`src/rtl/param_cb_cfg.sv`:
```
// Connection block: W-track channel to K logic-block inputs, driven back by clb_out.
// Serial shadow config chain, applied atomically on a length-checked commit.
module param_cb_cfg #(
    parameter int W       = 4,
    parameter int K       = 4,
    parameter int REG_OUT = 0
) (
    input  logic         clb_clk,
    input  logic         clb_rst,
    input  logic         cfg_en,
    input  logic         cfg_din,
    input  logic         cfg_commit,
    output logic         cfg_dout,
    output logic         cfg_done,
    output logic         cfg_err,
    input  logic [W-1:0] track_in,
    output logic [W-1:0] track_out,
    output logic [K-1:0] clb_in,
    input  logic         clb_out
);
    localparam int SEL_W    = ($clog2(2 * W) < 1) ? 1 : $clog2(2 * W);
    localparam int CFG_BITS = K * SEL_W + W;
    localparam int CNT_W    = $clog2(CFG_BITS + 2);
    localparam int CAND_N   = 1 << SEL_W;

    localparam logic [CNT_W-1:0] CNT_FULL = CNT_W'(CFG_BITS);
    localparam logic [CNT_W-1:0] CNT_OVF  = CNT_W'(CFG_BITS + 1);

    logic [CFG_BITS-1:0] shadow_q, shadow_d;
    logic [CFG_BITS-1:0] active_q, active_d;
    logic [CNT_W-1:0]    cnt_q, cnt_d;
    logic                done_q, done_d;
    logic                err_q, err_d;
    logic [W-1:0]        drive;
    logic [W-1:0]        t;
    logic [CAND_N-1:0]   cand;

    always_comb begin
        shadow_d = shadow_q;
        active_d = active_q;
        cnt_d    = cnt_q;
        done_d   = done_q;
        err_d    = err_q;
        if (cfg_commit) begin
            cnt_d = '0;
            if (cnt_q == CNT_FULL) begin
                active_d = shadow_q;
                done_d   = 1'b1;
                err_d    = 1'b0;
            end else begin
                done_d = 1'b0;
                err_d  = 1'b1;
            end
        end else if (cfg_en) begin
            shadow_d = {shadow_q[CFG_BITS-2:0], cfg_din};
            done_d   = 1'b0;
            // Saturate one past full so an over-long load can never commit
            if (cnt_q != CNT_OVF) begin
                cnt_d = cnt_q + CNT_W'(1);
            end
        end
    end

    always_ff @(posedge clb_clk) begin
        if (clb_rst) begin
            shadow_q <= '0;
            active_q <= '0;
            cnt_q    <= '0;
            done_q   <= 1'b0;
            err_q    <= 1'b0;
        end else begin
            shadow_q <= shadow_d;
            active_q <= active_d;
            cnt_q    <= cnt_d;
            done_q   <= done_d;
            err_q    <= err_d;
        end
    end

    assign cfg_dout = shadow_q[CFG_BITS-1];
    assign cfg_done = done_q;
    assign cfg_err  = err_q;
    assign drive    = active_q[W-1:0];

    always_comb begin
        t = '0;
        for (int i = 0; i < W; i++) begin
            t[i] = drive[i] ? clb_out : track_in[i];
        end
    end

    generate
        if (REG_OUT != 0) begin : g_reg
            logic [W-1:0] tout_q, tout_d;

            assign tout_d = t;

            always_ff @(posedge clb_clk) begin
                if (clb_rst) begin
                    tout_q <= '0;
                end else begin
                    tout_q <= tout_d;
                end
            end

            assign track_out = tout_q;
        end else begin : g_comb
            assign track_out = t;
        end
    endgenerate

    // Candidates padded to 2**SEL_W with zeros, so out-of-range selects read 0
    always_comb begin
        cand = '0;
        for (int i = 0; i < W; i++) begin
            cand[2*i]   = track_out[i];
            cand[2*i+1] = track_in[i];
        end
    end

    always_comb begin
        clb_in = '0;
        for (int k = 0; k < K; k++) begin
            clb_in[k] = cand[active_q[W+SEL_W*k +: SEL_W]];
        end
    end

endmodule

```
`config.mk`:
```
export PLATFORM = sky130hd
export DESIGN_NAME = param_cb_cfg
export DESIGN_NICKNAME = d
export VERILOG_FILES = /design/src/rtl/param_cb_cfg.sv
export SDC_FILE = /design/constraint.sdc
export NUM_CORES = 1
export LEC_CHECK = 0
export ABC_AREA = 1
export BUFFER_PORTS_ARGS = -buffer_cell sky130_fd_sc_hd__buf_2
export CORE_ASPECT_RATIO = 1.4
export CORE_MARGIN = 10
export CORE_UTILIZATION = 40
export CTS_CLUSTER_DIAMETER = 120
export CTS_CLUSTER_SIZE = 24
export DETAILED_ROUTE_END_ITERATION = 6
export GPL_TIMING_DRIVEN = 1
export PLACE_DENSITY = 0.63
export RECOVER_POWER = 50
export SLEW_MARGIN = 20
export SYNTH_ARGS = -nofsm -noshare
export SYNTH_HDL_FRONTEND = slang
export SYNTH_SLANG_ARGS = --single-unit
```
`constraint.sdc`:
```
create_clock -name clb_clk -period 1.4 [get_ports clb_clk]
set_clock_uncertainty 0.05 [all_clocks]
set_input_delay 0.28 -clock clb_clk [delete_from_list [all_inputs] [get_ports clb_clk]]
set_output_delay 0.28 -clock clb_clk [all_outputs]
set_load 0.02 [all_outputs]
```
==> results of run 1 <==
-- through the flow --
step                instances  total power [mW]  setup WS [ns]
CTS                       375              2.41         -0.145
global placement          363              1.43         0.0171
detailed placement        363              1.43         0.0281
finish                    382              2.39         -0.184
floorplan                 283              1.35          0.140
global route              382              2.52         -0.273
-- area by class of cell --
type / count / area share, %
clock buffer: 6 / 3.22
clock inverter: 2 / 1.37
inverter: 34 / 5.08
multi-input combinational: 202 / 42.3
sequential: 39 / 31.1
tap: 62 / 3.03
timing repair buffer: 37 / 14.0
-- metal layers --
metal | up-vias | routed length [µm] | global-route usage, % | share of wire, %
met3 | 15 | 244 | 4.39 | 5.2
met1 | 817 | 1950 | 11.6 | 42
li1 | 988 | - | - | -
met5 | - | 0 | 0 | 0
met4 | 0 | 167 | 5.95 | 3.6
met2 | 44 | 2290 | 20.3 | 49
-- logic make-up after synthesis --
family / after synthesis / synth area share (%)
compound gates: 69 / 18.8
simple gates: 129 / 28.3
buf+inv: 43 / 10.4
flops: 39 / 40.5
fa+ha+maj: 3 / 1.95
-- power by group through the flow --
stage | combinational [mW] | clock, mW | sequential, mW
6_report | 0.277 | 0.950 | 1.17
5_1_grt | 0.310 | 1.04 | 1.17
3_5_place_dp | 0.237 | 0 | 1.19
3_3_place_gp | 0.235 | 0 | 1.19
4_1_cts | 0.268 | 0.982 | 1.16
2_1_floorplan | 0.156 | 0 | 1.19
-- repair_timing --
action | in CTS | in global routing
cloned | 0 | 4
endpoints found under the setup margin | 5 | 12
setup buffers | 4 | 4
gates resized for setup | 57 | 15
pin swaps | 4 | 5
-- flip-flops by register name, indices dropped and copies added (netlist names) --
register / count
cfg_err: 1
cnt_q: 5
active_q: 16
shadow_q: 16
cfg_done: 1
-- worst min path at each step --
stage	from	endpoint	slack (ns)	cells after the start
2_1_floorplan	clb_rst	cfg_done$_SDFFE_PP0P_	0.30	1
3_3_place_gp	cfg_done$_SDFFE_PP0P_	cfg_done$_SDFFE_PP0P_	0.40	2
3_5_place_dp	cfg_done$_SDFFE_PP0P_	cfg_done$_SDFFE_PP0P_	0.40	2
4_1_cts	clb_rst	cfg_done$_SDFFE_PP0P_	0.12	2
5_1_grt	clb_rst	cfg_done$_SDFFE_PP0P_	0.12	2
6_report	clb_rst	cfg_done$_SDFFE_PP0P_	0.13	2
-- cell usage in the layout, fill, tap and decap left out, drive strengths merged --
cell	instances
a21boi	1
a21oi	33
buf	30
bufinv	1
clkbuf	13
clkinv	2
dfxtp	39
ha	3
inv	33
nand2	63
nand3	22
nand4	2
nor2	43
o211ai	1
o21ai	34
-- worst max-delay path: stages, from the launching register on --
cell,delay [ns]
dfxtp_2,0.35
inv_1,0.07
a21oi_1,0.17
nand2_1,0.08
nand2_1,0.07
nand2_1,0.04
nand2_1,0.07
buf_6,0.11
==> run_results.csv, run 1 <==
group,metric,value,unit
global_routing,track_usage,11.5,%
finish,fillers,450,
timing,final_max_slew_viol_count,0,
route,ant_nets,0,
power_and_ir_drop,vdd_drop_max,0.000571,V
status,status,"finished with violations",
route,wl_per_cell,12.2,µm
yosys,synth_ff_type,"dfxtp_1",
finish,design_area,2560,µm²
flow_run,max-cap-violations,0,
min_path,min_path_type,"in2reg",
yosys,async_flop_share,0,%
yosys,syn_area,1930,µm²
finish,post-route-util,55.6,%
clock_tree,clk_pin_slew,0.08,ns
yosys,ys_top_cells_by_count,"nand2_1, nor2_1, dfxtp_1, a21oi_1, inv_1",
floorplanning,io_pins,21,
route,via_per_inst,4.88,
global_routing,grt_overflow,0,
route,drt_first_iter_violations,56,
worst_setup_path,crit_type,"reg2out",
floorplanning,core,4610,µm²
yosys,synth_seq_area_share,40.5,%
power_and_ir_drop,p_sw,0.564,mW
yosys,avgSynthCellArea,6.80,µm²
yosys,netlist.area_leader.share,40.5,%
placed_design,hpwl,3280,µm
power_and_ir_drop,clockPowerShare,39.7,%
worst_setup_path,cp-endpoint,"clb_in[3]",
timing,rsz0062_at_grt,"yes",
route,drcViolationCount,0,
power_and_ir_drop,comb_power_share,11.6,%
status,violations,"negative setup slack",
placed_design,gp_congestion,0.884,
clock_tree,clock_latency,0.29,ns
clock_tree,cts_max_level,2,
worst_setup_path,crit_path_end_kind,"output port",
timing,setup_viol,4,
worst_setup_path,critPathArrivalTime,1.25,ns
yosys,yosys.area.top_type,"dfxtp_1",
timing,setup_tns,-0.620,ns
route,vias,1864,
placed_design,port_buffers,20,
finish,regArea,797,µm²
worst_setup_path,reg2reg_setup_slack,0.04,ns
yosys,synth_area_leaders,"dfxtp_1, nand2_1, a21oi_1, nor2_1, inv_1",
route,totalWireLength,4650,µm
yosys,netlist_instances,283,
floorplanning,initial_core_util,41.8,%
clock_tree,numCtsBuffers,5,
timing,clock.fmax,631,MHz
power_and_ir_drop,p_per_area,934,nW/µm²
floorplanning,die_h,102,µm
power_and_ir_drop,p_int,1.83,mW
route,first_pass_iters,4,
clock_tree,root_buffer,"clkbuf_8",
yosys,synth.distinct_cells,24,
worst_setup_path,path_max_fanout,3,
worst_setup_path,timing.rr.start,"cnt_q[0]$_SDFFE_PP0P_",
clock_tree,cts_tree,"yes",
placed_design,postPlaceCellArea,2120,µm²
power_and_ir_drop,power_frac_seq,48.8,%
clock_tree,cts_max_path_buffers,2,
yosys,synth_seq_cells,39,
clock_tree,clock_sinks,39,
worst_setup_path,startpoint_type,"flip-flop",
timing,tightest_slew,0.485,ns
floorplanning,dieArea,8030,µm²
worst_setup_path,reg2reg_to,"active_q[11]$_SDFFE_PP0P_",
finish,nNetsFinal,332,
timing,worst_slack,-0.184,ns
worst_setup_path,critPathLaunch,"active_q[14]$_SDFFE_PP0P_",
finish,multi_input_area,1080,µm²
finish,layout-drive-gt1-share,32.5,%
finish,num_antenna_cells,0,
floorplanning,rows,29,
clock_tree,cts_hold_buf,0,
power_and_ir_drop,swShare,23.6,%
global_routing,grt_pass1_wl,7620,µm
finish,syn2layout_area_growth,33.1,%
worst_setup_path,r2r_cells,8,
yosys,yosysMostFrequentCell,"nand2_1",
yosys,synth_nets,296,
global_routing,grt_max_degree,19,
timing,maxSlewHeadroom,67.6,%
yosys,synth_edf_count,0,
global_routing,antenna_found_initial,0,
timing,post-route-min-period,1.58,ns
worst_setup_path,cp_data_required_time,1.07,ns
timing,hold_ws,0.131,ns
floorplanning,die_x,78.6,µm
timing,finalCritPeriodShare,113,%
yosys,yosysWarnings,0,
power_and_ir_drop,leakage,1.15,nW
timing,hold_viol,0,
global_routing,grt_pass1_vias,1769,
Power figures use the tool's default switching activity.
==> run 2, diff against run 1 <==
--- a/config.mk
+++ b/config.mk
@@ -9,12 +9,12 @@
 export BUFFER_PORTS_ARGS = -buffer_cell sky130_fd_sc_hd__buf_2
 export CORE_ASPECT_RATIO = 1.4
 export CORE_MARGIN = 10
-export CORE_UTILIZATION = 40
+export CORE_UTILIZATION = 55
 export CTS_CLUSTER_DIAMETER = 120
 export CTS_CLUSTER_SIZE = 24
 export DETAILED_ROUTE_END_ITERATION = 6
 export GPL_TIMING_DRIVEN = 1
-export PLACE_DENSITY = 0.63
+export PLACE_DENSITY = 0.8
 export RECOVER_POWER = 50
 export SLEW_MARGIN = 20
 export SYNTH_ARGS = -nofsm -noshare
==> run_results.csv, run 2 (same netlist as run 1, synthesis figures left out) <==
group,metric,value,unit
route,drcViolationCount,0,
global_routing,grt_pass1_wl,7770,µm
worst_setup_path,reg2reg_setup_slack,0.05,ns
power_and_ir_drop,p_int,1.59,mW
power_and_ir_drop,leakage,1.07,nW
route,vias,1825,
worst_setup_path,timing.rr.start,"cnt_q[1]$_SDFFE_PP0P_",
power_and_ir_drop,p_sw,0.543,mW
finish,multi_input_area,1070,µm²
finish,fillers,295,
clock_tree,cts_max_level,2,
placed_design,placed_cells,341,
timing,worst_slack,-0.206,ns
floorplanning,initial_core_util,57.0,%
global_routing,grt_overflow,0,
floorplanning,rows,25,
route,ant_nets,0,
worst_setup_path,reg2reg_to,"active_q[7]$_SDFFE_PP0P_",
route,wl_per_cell,12.6,µm
floorplanning,core,3380,µm²
worst_setup_path,path_max_fanout,5,
finish,syn2layout_area_growth,23.7,%
worst_setup_path,critPathArrivalTime,1.28,ns
clock_tree,cts_hold_buf,0,
route,via_per_inst,5.14,
finish,final_cell_mix,"nand2_1, nor2_1, a21oi_1",
timing,clock.fmax,623,MHz
power_and_ir_drop,comb_power_share,12.1,%
placed_design,pre_cts_slack,0.0345,ns
route,totalWireLength,4480,µm
worst_setup_path,cp_data_required_time,1.07,ns
floorplanning,dieArea,6300,µm²
global_routing,track_usage,14.4,%
power_and_ir_drop,total_power,2.13,mW
finish,layout-drive-gt1-share,29.2,%
finish,nNetsFinal,327,
global_routing,grt_pass1_vias,1764,
min_path,min_path_type,"in2reg",
timing,rsz0062_at_grt,"yes",
timing,tightest_slew,0.481,ns
global_routing,grt_max_degree,19,
placed_design,port_buffers,20,
placed_design,hpwl,3150,µm
clock_tree,cts_max_path_buffers,2,
worst_setup_path,crit_type,"reg2out",
power_and_ir_drop,vdd_drop_max,0.00103,V
power_and_ir_drop,power_frac_seq,54.6,%
worst_setup_path,startpoint_type,"flip-flop",
status,violations,"negative setup slack",
clock_tree,root_buffer,"clkbuf_8",
status,status,"finished with violations",
route,drt_first_iter_violations,141,
clock_tree,clock_latency,0.28,ns
finish,final-instance-count-excl-fill,355,
timing,hold_viol,0,
timing,setup_viol,4,
worst_setup_path,crit_path_end_kind,"output port",
power_and_ir_drop,clockPowerShare,33.3,%
timing,final_max_slew_viol_count,0,
route,first_pass_iters,4,
finish,top_regs,"active_q: 16 flops, shadow_q: 16 flops, cnt_q: 5 flops",
finish,regArea,795,µm²
worst_setup_path,cp-endpoint,"clb_in[2]",
finish,num_antenna_cells,0,
clock_tree,cts_tree,"yes",
floorplanning,die_h,90.0,µm
floorplanning,die_x,70.0,µm
placed_design,gp_congestion,0.900,
worst_setup_path,critPathLaunch,"active_q[2]$_SDFFE_PP0P_",
timing,maxSlewHeadroom,67.9,%
worst_setup_path,r2r_cells,8,
global_routing,antenna_found_initial,0,
clock_tree,clock_sinks,39,
power_and_ir_drop,swShare,25.5,%
flow_run,max-cap-violations,0,
power_and_ir_drop,p_per_area,896,nW/µm²
timing,finalCritPeriodShare,115,%
timing,post-route-min-period,1.61,ns
clock_tree,clk_pin_slew,0.07,ns
finish,final_common_cell,"nand2_1",
floorplanning,io_pins,21,
clock_tree,numCtsBuffers,5,
-- run 2: cell count changes in the layout (fill, tap and decap cells not counted), sizes merged --
cell    change
inv         -1
buf         -2
nand3       -1
bufinv      -1
clkinv      +1
clkbuf      -1
-- run 2: power by group through the flow --
stage | combinational (mW) | sequential [mW] | clock (mW)
after floorplan | 0.156 | 1.19 | 0
after global placement | 0.226 | 1.19 | 0
after detailed placement | 0.230 | 1.19 | 0
after CTS | 0.256 | 1.17 | 0.726
after global routing | 0.294 | 1.17 | 0.788
final | 0.258 | 1.17 | 0.710
-- run 2: per-layer routing --
layer  routed length (µm)  global-route usage, %  vias to the layer above
met5                    0                      0                        -
met4                  124                   7.43                        0
met3                  208                   4.18                       10
met2                 2280                   25.5                       49
met1                 1870                   14.7                      788
li1                     -                      -                      978
-- run 2: worst min-delay path by stage --
stage	from	end	slack, ns	cells past startpoint
after global routing	clb_rst	cfg_done$_SDFFE_PP0P_	0.13	2
after global placement	cfg_done$_SDFFE_PP0P_	cfg_done$_SDFFE_PP0P_	0.40	2
after CTS	clb_rst	cfg_done$_SDFFE_PP0P_	0.13	2
after floorplan	clb_rst	cfg_done$_SDFFE_PP0P_	0.30	1
final	clb_rst	cfg_done$_SDFFE_PP0P_	0.14	2
after detailed placement	active_q[2]$_SDFFE_PP0P_	active_q[2]$_SDFFE_PP0P_	0.41	2
-- run 2: critical path, stage by stage, from the launching register on --
cell and delay (ns):
dfxtp_2 0.33, nand2_2 0.15, nand3_2 0.11, nand2_1 0.08, nand2_1 0.05, nand2_1 0.07, nand2_1 0.08, buf_6 0.13
-- run 2: per-stage QoR --
stage / cell area [µm²] / hold slack, ns / utilization (%) / TNS, ns
floorplan: 1930 / 0.299 / - / 0
global route: 2380 / 0.129 / 70.5 / -1.38
detailed placement: 2080 / 0.410 / 61.6 / 0
finish: 2380 / 0.143 / 70.5 / -0.568
CTS: 2330 / 0.135 / 69.1 / -0.504
global placement: 2080 / 0.401 / 61.6 / 0
-- run 2: what timing repair did --
item,in CTS,in global routing
setup endpoints to repair,6,10
buffers inserted,2,4
gates resized for setup,55,12
pin swaps,4,3
-- run 2: final cells by class --
type | instances | share of cell area, %
multi-input combinational | 201 | 44.8
sequential | 39 | 33.4
timing repair buffer | 33 | 10.6
inverter | 34 | 5.68
clock buffer | 7 | 3.21
tap | 40 | 2.10
clock inverter | 1 | 0.210
==> run 3, diff against run 2 <==
--- a/config.mk
+++ b/config.mk
@@ -9,12 +9,12 @@
 export BUFFER_PORTS_ARGS = -buffer_cell sky130_fd_sc_hd__buf_2
 export CORE_ASPECT_RATIO = 1.4
 export CORE_MARGIN = 10
-export CORE_UTILIZATION = 55
+export CORE_UTILIZATION = 57
 export CTS_CLUSTER_DIAMETER = 120
 export CTS_CLUSTER_SIZE = 24
 export DETAILED_ROUTE_END_ITERATION = 6
 export GPL_TIMING_DRIVEN = 1
-export PLACE_DENSITY = 0.8
+export PLACE_DENSITY = 0.83
 export RECOVER_POWER = 50
 export SLEW_MARGIN = 20
 export SYNTH_ARGS = -nofsm -noshare
==> run_results.csv, run 3 (same netlist as run 1, synthesis figures left out) <==
group,metric,value,unit
status,status,"finished with violations",
status,violations,"negative setup slack",
timing,tightest_slew,0.472,ns
power_and_ir_drop,clockPowerShare,43.3,%
timing,setup_viol,4,
power_and_ir_drop,total_power,2.51,mW
worst_setup_path,crit_path_end_kind,"output port",
finish,final-instance-count-excl-fill,352,
floorplanning,io_pins,21,
finish,fillers,268,
timing,hold_viol,0,
timing,maxSlewHeadroom,68.5,%
route,drt_first_iter_violations,115,
worst_setup_path,startpoint_type,"flip-flop",
global_routing,grt_pass1_wl,7710,µm
worst_setup_path,reg2reg_to,"cnt_q[0]$_SDFFE_PP0P_",
route,wl_per_cell,13.4,µm
timing,clock.fmax,637,MHz
worst_setup_path,r2r_cells,5,
route,vias,1897,
power_and_ir_drop,p_per_area,1040,nW/µm²
floorplanning,initial_core_util,60.5,%
floorplanning,dieArea,6140,µm²
route,via_per_inst,5.39,
route,ant_nets,0,
finish,post-route-util,75.6,%
finish,num_antenna_cells,0,
route,drcViolationCount,0,
finish,final_cell_mix,"nand2_1, nor2_1, a21oi_1",
min_path,whs_path_depth,2,
placed_design,hpwl,3020,µm
min_path,min_path_type,"in2reg",
power_and_ir_drop,vdd_drop_max,0.000998,V
route,totalWireLength,4700,µm
power_and_ir_drop,comb_power_share,10.2,%
clock_tree,clock_sinks,39,
global_routing,grt_pass1_vias,1767,
global_routing,grt_max_degree,23,
placed_design,gp_congestion,0.913,
power_and_ir_drop,leakage,1.08,nW
placed_design,placed_cells,336,
timing,finalCritPeriodShare,112,%
finish,design_area,2410,µm²
power_and_ir_drop,power_frac_seq,46.4,%
clock_tree,clk_pin_slew,0.07,ns
min_path,hp-start,"clb_rst",
global_routing,track_usage,15.0,%
worst_setup_path,reg2reg_setup_slack,0.01,ns
finish,syn2layout_area_growth,25.0,%
floorplanning,rows,24,
clock_tree,cts_max_level,2,
worst_setup_path,path_max_fanout,3,
clock_tree,cts_tree,"yes",
worst_setup_path,crit_type,"reg2out",
worst_setup_path,cp_data_required_time,1.07,ns
min_path,hold_end,"cfg_done$_SDFFE_PP0P_",
timing,post-route-min-period,1.57,ns
power_and_ir_drop,p_sw,0.561,mW
placed_design,port_buffers,20,
placed_design,postPlaceCellArea,2040,µm²
finish,final_common_cell,"nand2_1",
power_and_ir_drop,swShare,22.3,%
floorplanning,core,3180,µm²
timing,final_max_slew_viol_count,0,
global_routing,antenna_found_initial,0,
worst_setup_path,timing.rr.start,"cnt_q[4]$_SDFFE_PP0P_",
route,first_pass_iters,4,
finish,layout-drive-gt1-share,28.8,%
clock_tree,root_buffer,"clkbuf_8",
clock_tree,cts_max_path_buffers,2,
clock_tree,clock_latency,0.29,ns
power_and_ir_drop,p_int,1.95,mW
global_routing,grt_overflow,0,
finish,top_regs,"active_q: 16 flops, shadow_q: 16 flops, cnt_q: 5 flops",
clock_tree,numCtsBuffers,5,
timing,worst_slack,-0.169,ns
finish,nNetsFinal,325,
timing,rsz0062_at_grt,"yes",
floorplanning,die_x,69.1,µm
floorplanning,die_h,88.8,µm
worst_setup_path,critPathArrivalTime,1.24,ns
flow_run,max-cap-violations,0,
-- run 3: critical path: stages, from the launching register on --
cell and delay, ns:
dfxtp_2 0.34, inv_1 0.08, a21oi_1 0.16, nand2_1 0.08
nand2_1 0.06, nand2_1 0.04, nand2_1 0.07, buf_6 0.11
-- run 3: routing by layer --
layer | share of wire, % | global-route usage (%)
met5 | 0 | 0
met4 | 2.9 | 8.07
met3 | 5.0 | 4.82
met2 | 52 | 28.1
met1 | 40 | 14.4
-- run 3: stage by stage --
step	setup WS [ns]	hold WS (ns)	TNS, ns
detailed placement	-0.0139	0.412	-0.0220
floorplan	0.140	0.299	0
finish	-0.169	0.135	-0.640
CTS	-0.139	0.130	-0.516
global placement	0.0309	0.405	0
global route	-0.249	0.155	-1.11
-- run 3: timing repair --
action                                  4_1_cts  5_1_grt
gates resized for setup                      56        9
endpoints found under the setup margin       19        7
hold buffers                                  0        0
setup buffers                                 4        2
pin swaps                                     9        5
gates cloned                                  2        0
-- run 3: worst max-delay path by stage --
stage	from	to	slack [ns]	cells after the start
after floorplan	cnt_q[0]$_SDFFE_PP0P_	active_q[3]$_SDFFE_PP0P_	0.14	8
after detailed placement	cnt_q[1]$_SDFFE_PP0P_	active_q[7]$_SDFFE_PP0P_	-0.01	7
final	active_q[14]$_SDFFE_PP0P_	clb_in[3]	-0.17	7
after CTS	active_q[2]$_SDFFE_PP0P_	clb_in[2]	-0.14	8
after global placement	clb_out	clb_in[1]	0.03	8
after global routing	active_q[1]$_SDFFE_PP0P_	clb_in[2]	-0.25	8
-- run 3: area by class of cell --
type | instances | area, µm² | area share (%)
multi-input cells | 203 | 1090 | 45.4
flip-flops and latches | 39 | 796 | 33.1
repair buffers | 29 | 201 | 8.37
inverters | 34 | 134 | 5.56
clock buffers | 6 | 72.6 | 3.02
clock inverters | 2 | 60.1 | 2.50
well taps | 39 | 48.8 | 2.03
-- run 3: power groups by stage --
stage	clock (mW)	combinational, mW	sequential [mW]
2_1_floorplan	0	0.156	1.19
3_3_place_gp	0	0.223	1.19
3_5_place_dp	0	0.227	1.19
4_1_cts	1.11	0.255	1.16
5_1_grt	1.14	0.289	1.17
6_report	1.09	0.257	1.17
